<file path="src/rtl/sample_packer.sv">
// Packs SAMPLE_WIDTH-bit samples, lane 0 first, into SAMPLE_WIDTH*PACK-bit words for the fifo wrapper.
// last_i flushes a partial word zero-padded; a completed word waits in din_o until the FIFO has room.
module sample_packer #(
  parameter int SAMPLE_WIDTH = 16,
  parameter int PACK         = 4,
  localparam int CW          = (PACK > 1) ? $clog2(PACK) : 1,
  localparam int DW          = SAMPLE_WIDTH * PACK
) (
  input  logic                    clk_i,
  input  logic                    rst_i_n,
  input  logic [SAMPLE_WIDTH-1:0] data_i,
  input  logic                    valid_i,
  input  logic                    last_i,
  output logic                    ready_o,
  output logic                    enq_o,
  output logic [DW-1:0]           din_o,
  input  logic                    full_i_n
);

  // Handshake: a sample moves on any rising edge where valid_i & ready_o; the producer
  // holds data_i/last_i stable while valid_i & ~ready_o. A word is written when enq_o is high.
  logic [CW-1:0] r_cnt;
  logic [DW-1:0] r_acc;
  logic [DW-1:0] r_din;
  logic          r_pend;

  logic          w_accept;
  logic          w_complete;
  logic [DW-1:0] w_merged;

  assign enq_o    = r_pend & full_i_n;
  assign ready_o  = ~r_pend | full_i_n;
  assign din_o    = r_din;
  assign w_accept = valid_i & ready_o;
  assign w_complete = w_accept & ((r_cnt == CW'(PACK - 1)) | last_i);

  // Lanes above r_cnt are always zero in r_acc, so inserting the sample also zero-pads a flush.
  always_comb begin
    w_merged = r_acc;
    for (int k = 0; k < PACK; k++) begin
      if (r_cnt == CW'(k)) w_merged[k*SAMPLE_WIDTH +: SAMPLE_WIDTH] = data_i;
    end
  end

  always_ff @(posedge clk_i or negedge rst_i_n) begin
    if (!rst_i_n) begin
      r_cnt  <= '0;
      r_acc  <= '0;
      r_din  <= '0;
      r_pend <= 1'b0;
    end else if (w_complete) begin
      r_din  <= w_merged;
      r_pend <= 1'b1;
      r_cnt  <= '0;
      r_acc  <= '0;
    end else begin
      if (enq_o) r_pend <= 1'b0;
      if (w_accept) begin
        r_acc <= w_merged;
        r_cnt <= r_cnt + CW'(1);
      end
    end
  end

endmodule

</file>
<file path="config.mk">
export PLATFORM = sky130hd
export DESIGN_NAME = sample_packer
export DESIGN_NICKNAME = d
export VERILOG_FILES = /design/src/rtl/sample_packer.sv
export SDC_FILE = /design/constraint.sdc
export NUM_CORES = 1
export LEC_CHECK = 0
export CAP_MARGIN = 25
export CORE_UTILIZATION = 54
export DETAILED_ROUTE_END_ITERATION = 12
export HOLD_SLACK_MARGIN = 0.08
export PLACE_DENSITY = 0.79
export SYNTH_ARGS = -nofsm -noshare
export SYNTH_HDL_FRONTEND = slang
export SYNTH_SLANG_ARGS = --single-unit
</file>
<file path="constraint.sdc">
create_clock -name clk_i -period 2.4 [get_ports clk_i]
set_input_delay 0.36 -clock clk_i [delete_from_list [all_inputs] [get_ports clk_i]]
set_output_delay 0.36 -clock clk_i [all_outputs]
set_load 0.005 [all_outputs]
</file>
==> results.json <==
{
  "drv.max_cap_violation_count": 0,
  "finish.net_count": 490,
  "post_cts_buffers": 0,
  "postRouteAntennaNets": 0,
  "critPathArrivalTime_ps": 1870,
  "clk_path_buf_depth": 2,
  "power.density_cell_area_mw_per_mm2": 1166,
  "clk_root_buffer_cell": "sky130_fd_sc_hd__clkbuf_8",
  "diodes": 0,
  "crit_required_ps": 2040,
  "insertion_delay_ps": 520,
  "seq_area_frac_synth": 0.5495,
  "fin_crit_ps": 2227,
  "die_w_um": 107.1,
  "final_cell_count_no_fill": 618,
  "track_usage": 0.2369,
  "gr_overflow_total": 0,
  "cts_inserted_buffers": 17,
  "synthesis.yosys.warnings": 0,
  "standard_cell_row_count": 38,
  "buffer_ports.inserted": 86,
  "route.detailed.wl_per_inst_um": 19.55,
  "synthToLayoutAreaGrowth_pct": 25.67,
  "grt_pass1_vias": 3729,
  "timing.critical_path.to_type": "primary output",
  "maxClockFrequency_ghz": 0.4491,
  "synth_cells": 374,
  "worstSetupPathType": "reg -> out",
  "rsz0062_at_grt": "false",
  "critical_path.cell_chain": "nand2b_1, clkdlybuf4s50_1",
  "die-height_um": 107.1,
  "layout-drive-gt1-share": 0.3724,
  "timing.final.max_slew_violations": 0,
  "postSynthAreaPerCell_um2": 15.95,
  "place.detailed.hpwl_um": 7671,
  "synthesis.area_mm2": 0.005966,
  "crit_path_max_fanout": 9,
  "drt_pass1_iterations": 6,
  "postSynthNetCount": 399,
  "drt-vias-per-instance": 5.506,
  "start_kind": "register",
  "slew_headroom": 0.5330,
  "timing_worst_slew_pin_value_ps": 700.5,
  "clock_tree.htree_level_count": 4,
  "clkSlewWorstSetupHoldPaths_ps": 60,
  "run_status": "finished clean",
  "max-vdd-ir-drop_v": 0.0005084,
  "grt_antenna_before_repair": 0,
  "design.die.area_mm2": 0.01147,
  "io_pins": 87,
  "remaining_drc_errors": 0,
  "cts_sinks": 131,
  "timing.clock.skew_ps": 7.695,
  "critPathBufInv": 1,
  "grt_max_degree": 54,
  "yosys_register_bits": 131,
  "yosysUniqueCellTypes": 22,
  "regToRegSetupSlack_ps": 390,
  "report.final.setup_viol": 0,
  "gpl.final_weighted_congestion": 0.7584,
  "cell_class_contributing_the_biggest_share_of_worst_path_delay": "buffers and inverters",
  "post_cts.resized_instances": 0,
  "initialDrtViolationCount": 140,
  "hold_viol_final": 0,
  "numPlacedInstances": 585,
  "start_util": 0.5527,
  "postRouteWirelength_um": 12080,
  "power.leakage_nw": 3.663,
  "grt_first_pass_wirelength_um": 20310,
  "max_stage_delay_ps": 620,
  "worst_hold_path_type": "in -> async",
  "core_area_mm2": 0.01079,
  "route.vias.total": 3403,
  "final_tns_setup_ps": 0,
  "post-route-period-util": 0.9277,
  "cp_slowest_cell": "sky130_fd_sc_hd__clkdlybuf4s50_1",
  "cts_tree": "yes"
}
layout by cell type, fill, tap and decap left out:
cell,count
sky130_fd_sc_hd__clkbuf_8,5
sky130_fd_sc_hd__clkbuf_1,2
sky130_fd_sc_hd__buf_12,4
sky130_fd_sc_hd__mux2i_1,1
sky130_fd_sc_hd__and4_1,3
sky130_fd_sc_hd__clkinv_4,1
sky130_fd_sc_hd__dlygate4sd3_1,1
sky130_fd_sc_hd__dfrtp_1,131
sky130_fd_sc_hd__o211ai_4,3
sky130_fd_sc_hd__nand3_4,1
sky130_fd_sc_hd__mux2_2,66
sky130_fd_sc_hd__mux2_4,63
sky130_fd_sc_hd__clkinv_2,4
sky130_fd_sc_hd__clkbuf_16,16
sky130_fd_sc_hd__ha_1,4
sky130_fd_sc_hd__nand2b_1,1
sky130_fd_sc_hd__and2_1,17
sky130_fd_sc_hd__a22o_1,48
sky130_fd_sc_hd__inv_1,2
sky130_fd_sc_hd__bufinv_16,3
sky130_fd_sc_hd__nor2_1,2
sky130_fd_sc_hd__clkinvlp_4,1
sky130_fd_sc_hd__clkdlybuf4s50_1,85
sky130_fd_sc_hd__nand2_1,3
sky130_fd_sc_hd__buf_4,10
sky130_fd_sc_hd__or2_4,1
synthesized netlist by cell type:
cell type,number,share of area
sky130_fd_sc_hd__buf_4,7,0.0088
sky130_fd_sc_hd__inv_1,2,0.0013
sky130_fd_sc_hd__dfrtp_1,131,0.55
sky130_fd_sc_hd__and2_1,17,0.018
sky130_fd_sc_hd__a22o_1,48,0.070
sky130_fd_sc_hd__mux2i_1,1,0.0017
sky130_fd_sc_hd__clkbuf_2,1,0.00084
sky130_fd_sc_hd__nand3_4,1,0.0029
sky130_fd_sc_hd__or2_4,1,0.0015
sky130_fd_sc_hd__o211ai_4,3,0.011
sky130_fd_sc_hd__buf_8,1,0.0025
sky130_fd_sc_hd__nand2_1,3,0.0019
sky130_fd_sc_hd__mux2_4,63,0.16
sky130_fd_sc_hd__ha_1,4,0.0084
sky130_fd_sc_hd__mux2_2,66,0.12
sky130_fd_sc_hd__buf_2,5,0.0042
sky130_fd_sc_hd__and4_1,3,0.0044
sky130_fd_sc_hd__nand2b_1,1,0.0010
sky130_fd_sc_hd__clkbuf_1,6,0.0038
sky130_fd_sc_hd__nor2_1,2,0.0013
sky130_fd_sc_hd__buf_12,6,0.020
sky130_fd_sc_hd__buf_6,2,0.0038
stage by stage:
| step | setup slack [ps] | instance area, um^2 | hold WS (ps) | power (W) | util |
|---|---|---|---|---|---|
| floorplan | 496.6 | 5966 | 64.41 | 0.004911 | - |
| global placement | 211.4 | 6884 | 440.9 | 0.006066 | 0.6378 |
| detailed placement | 158.2 | 6884 | 455.6 | 0.006138 | 0.6378 |
| CTS | 150.2 | 7497 | 433.0 | 0.008804 | 0.6946 |
| global route | 100.4 | 7497 | 488.0 | 0.009177 | 0.6946 |
| finish | 173.5 | 7497 | 430.7 | 0.008744 | 0.6946 |
timing repair:
item / CTS / global route
hold buffers: 1 / 0
endpoints found under the setup margin: 0 / 0
endpoints found under the hold margin: 50 / 0
flip-flops by register name, indices dropped and copies added (netlist names):
register / count
din_o: 64
r_pend: 1
r_acc: 64
r_cnt: 2
cells by family after synthesis:
| group | count (synthesis) | synth area share |
|---|---|---|
| AND/OR/NAND/NOR | 28 | 0.03083 |
| flip-flops | 131 | 0.5495 |
| multiplexers | 130 | 0.2848 |
| buffers and inverters | 30 | 0.04530 |
| adder cells (fa/ha/maj) | 4 | 0.008390 |
| AO/OA/AOI/OAI | 51 | 0.08117 |
worst paths after layout:
| check | from | end | depth (start not counted) |
|---|---|---|---|
| setup / recovery | r_pend$_DFFE_PN0P_ | ready_o | 2 |
| hold / removal | rst_i_n | r_acc[23]$_DFFE_PN0P_ | 2 |
| setup reg to reg | r_cnt[1]$_DFFE_PN0P_ | r_acc[30]$_DFFE_PN0P_ | 4 |
| hold reg to reg | r_acc[49]$_DFFE_PN0P_ | r_acc[49]$_DFFE_PN0P_ | 1 |
| max in group asynchronous | rst_i_n | din_o[59]$_DFFE_PN0P_ | 3 |
| min in group clk_i | r_acc[49]$_DFFE_PN0P_ | r_acc[49]$_DFFE_PN0P_ | 1 |
layer usage:
| layer | GRT usage | vias up | routed length [um] |
|---|---|---|---|
| li1 | - | 1547 | - |
| met1 | 0.3328 | 1747 | 5816 |
| met2 | 0.3512 | 87 | 5575 |
| met3 | 0.05653 | 22 | 459 |
| met4 | 0.1037 | 0 | 233 |
| met5 | 0 | - | 0 |
cell type report:
class / instances / area [um^2]
Fill cell: 703 / 3296
Sequential cell: 131 / 3278
Multi-Input combinational cell: 213 / 2417
Timing Repair Buffer: 100 / 1016
Clock buffer: 23 / 476.7
Tap cell: 140 / 175.2
Clock inverter: 9 / 126.4
Inverter: 2 / 7.507
power by group:
group / internal (W) / leakage (nW) / switching, W
registers: 0.00283 / 1.76 / 0.000380
logic: 0.00194 / 1.60 / 0.000980
clock network: 0.00169 / 0.298 / 0.000925
No activity file was read; power rests on OpenSTA's default activity.
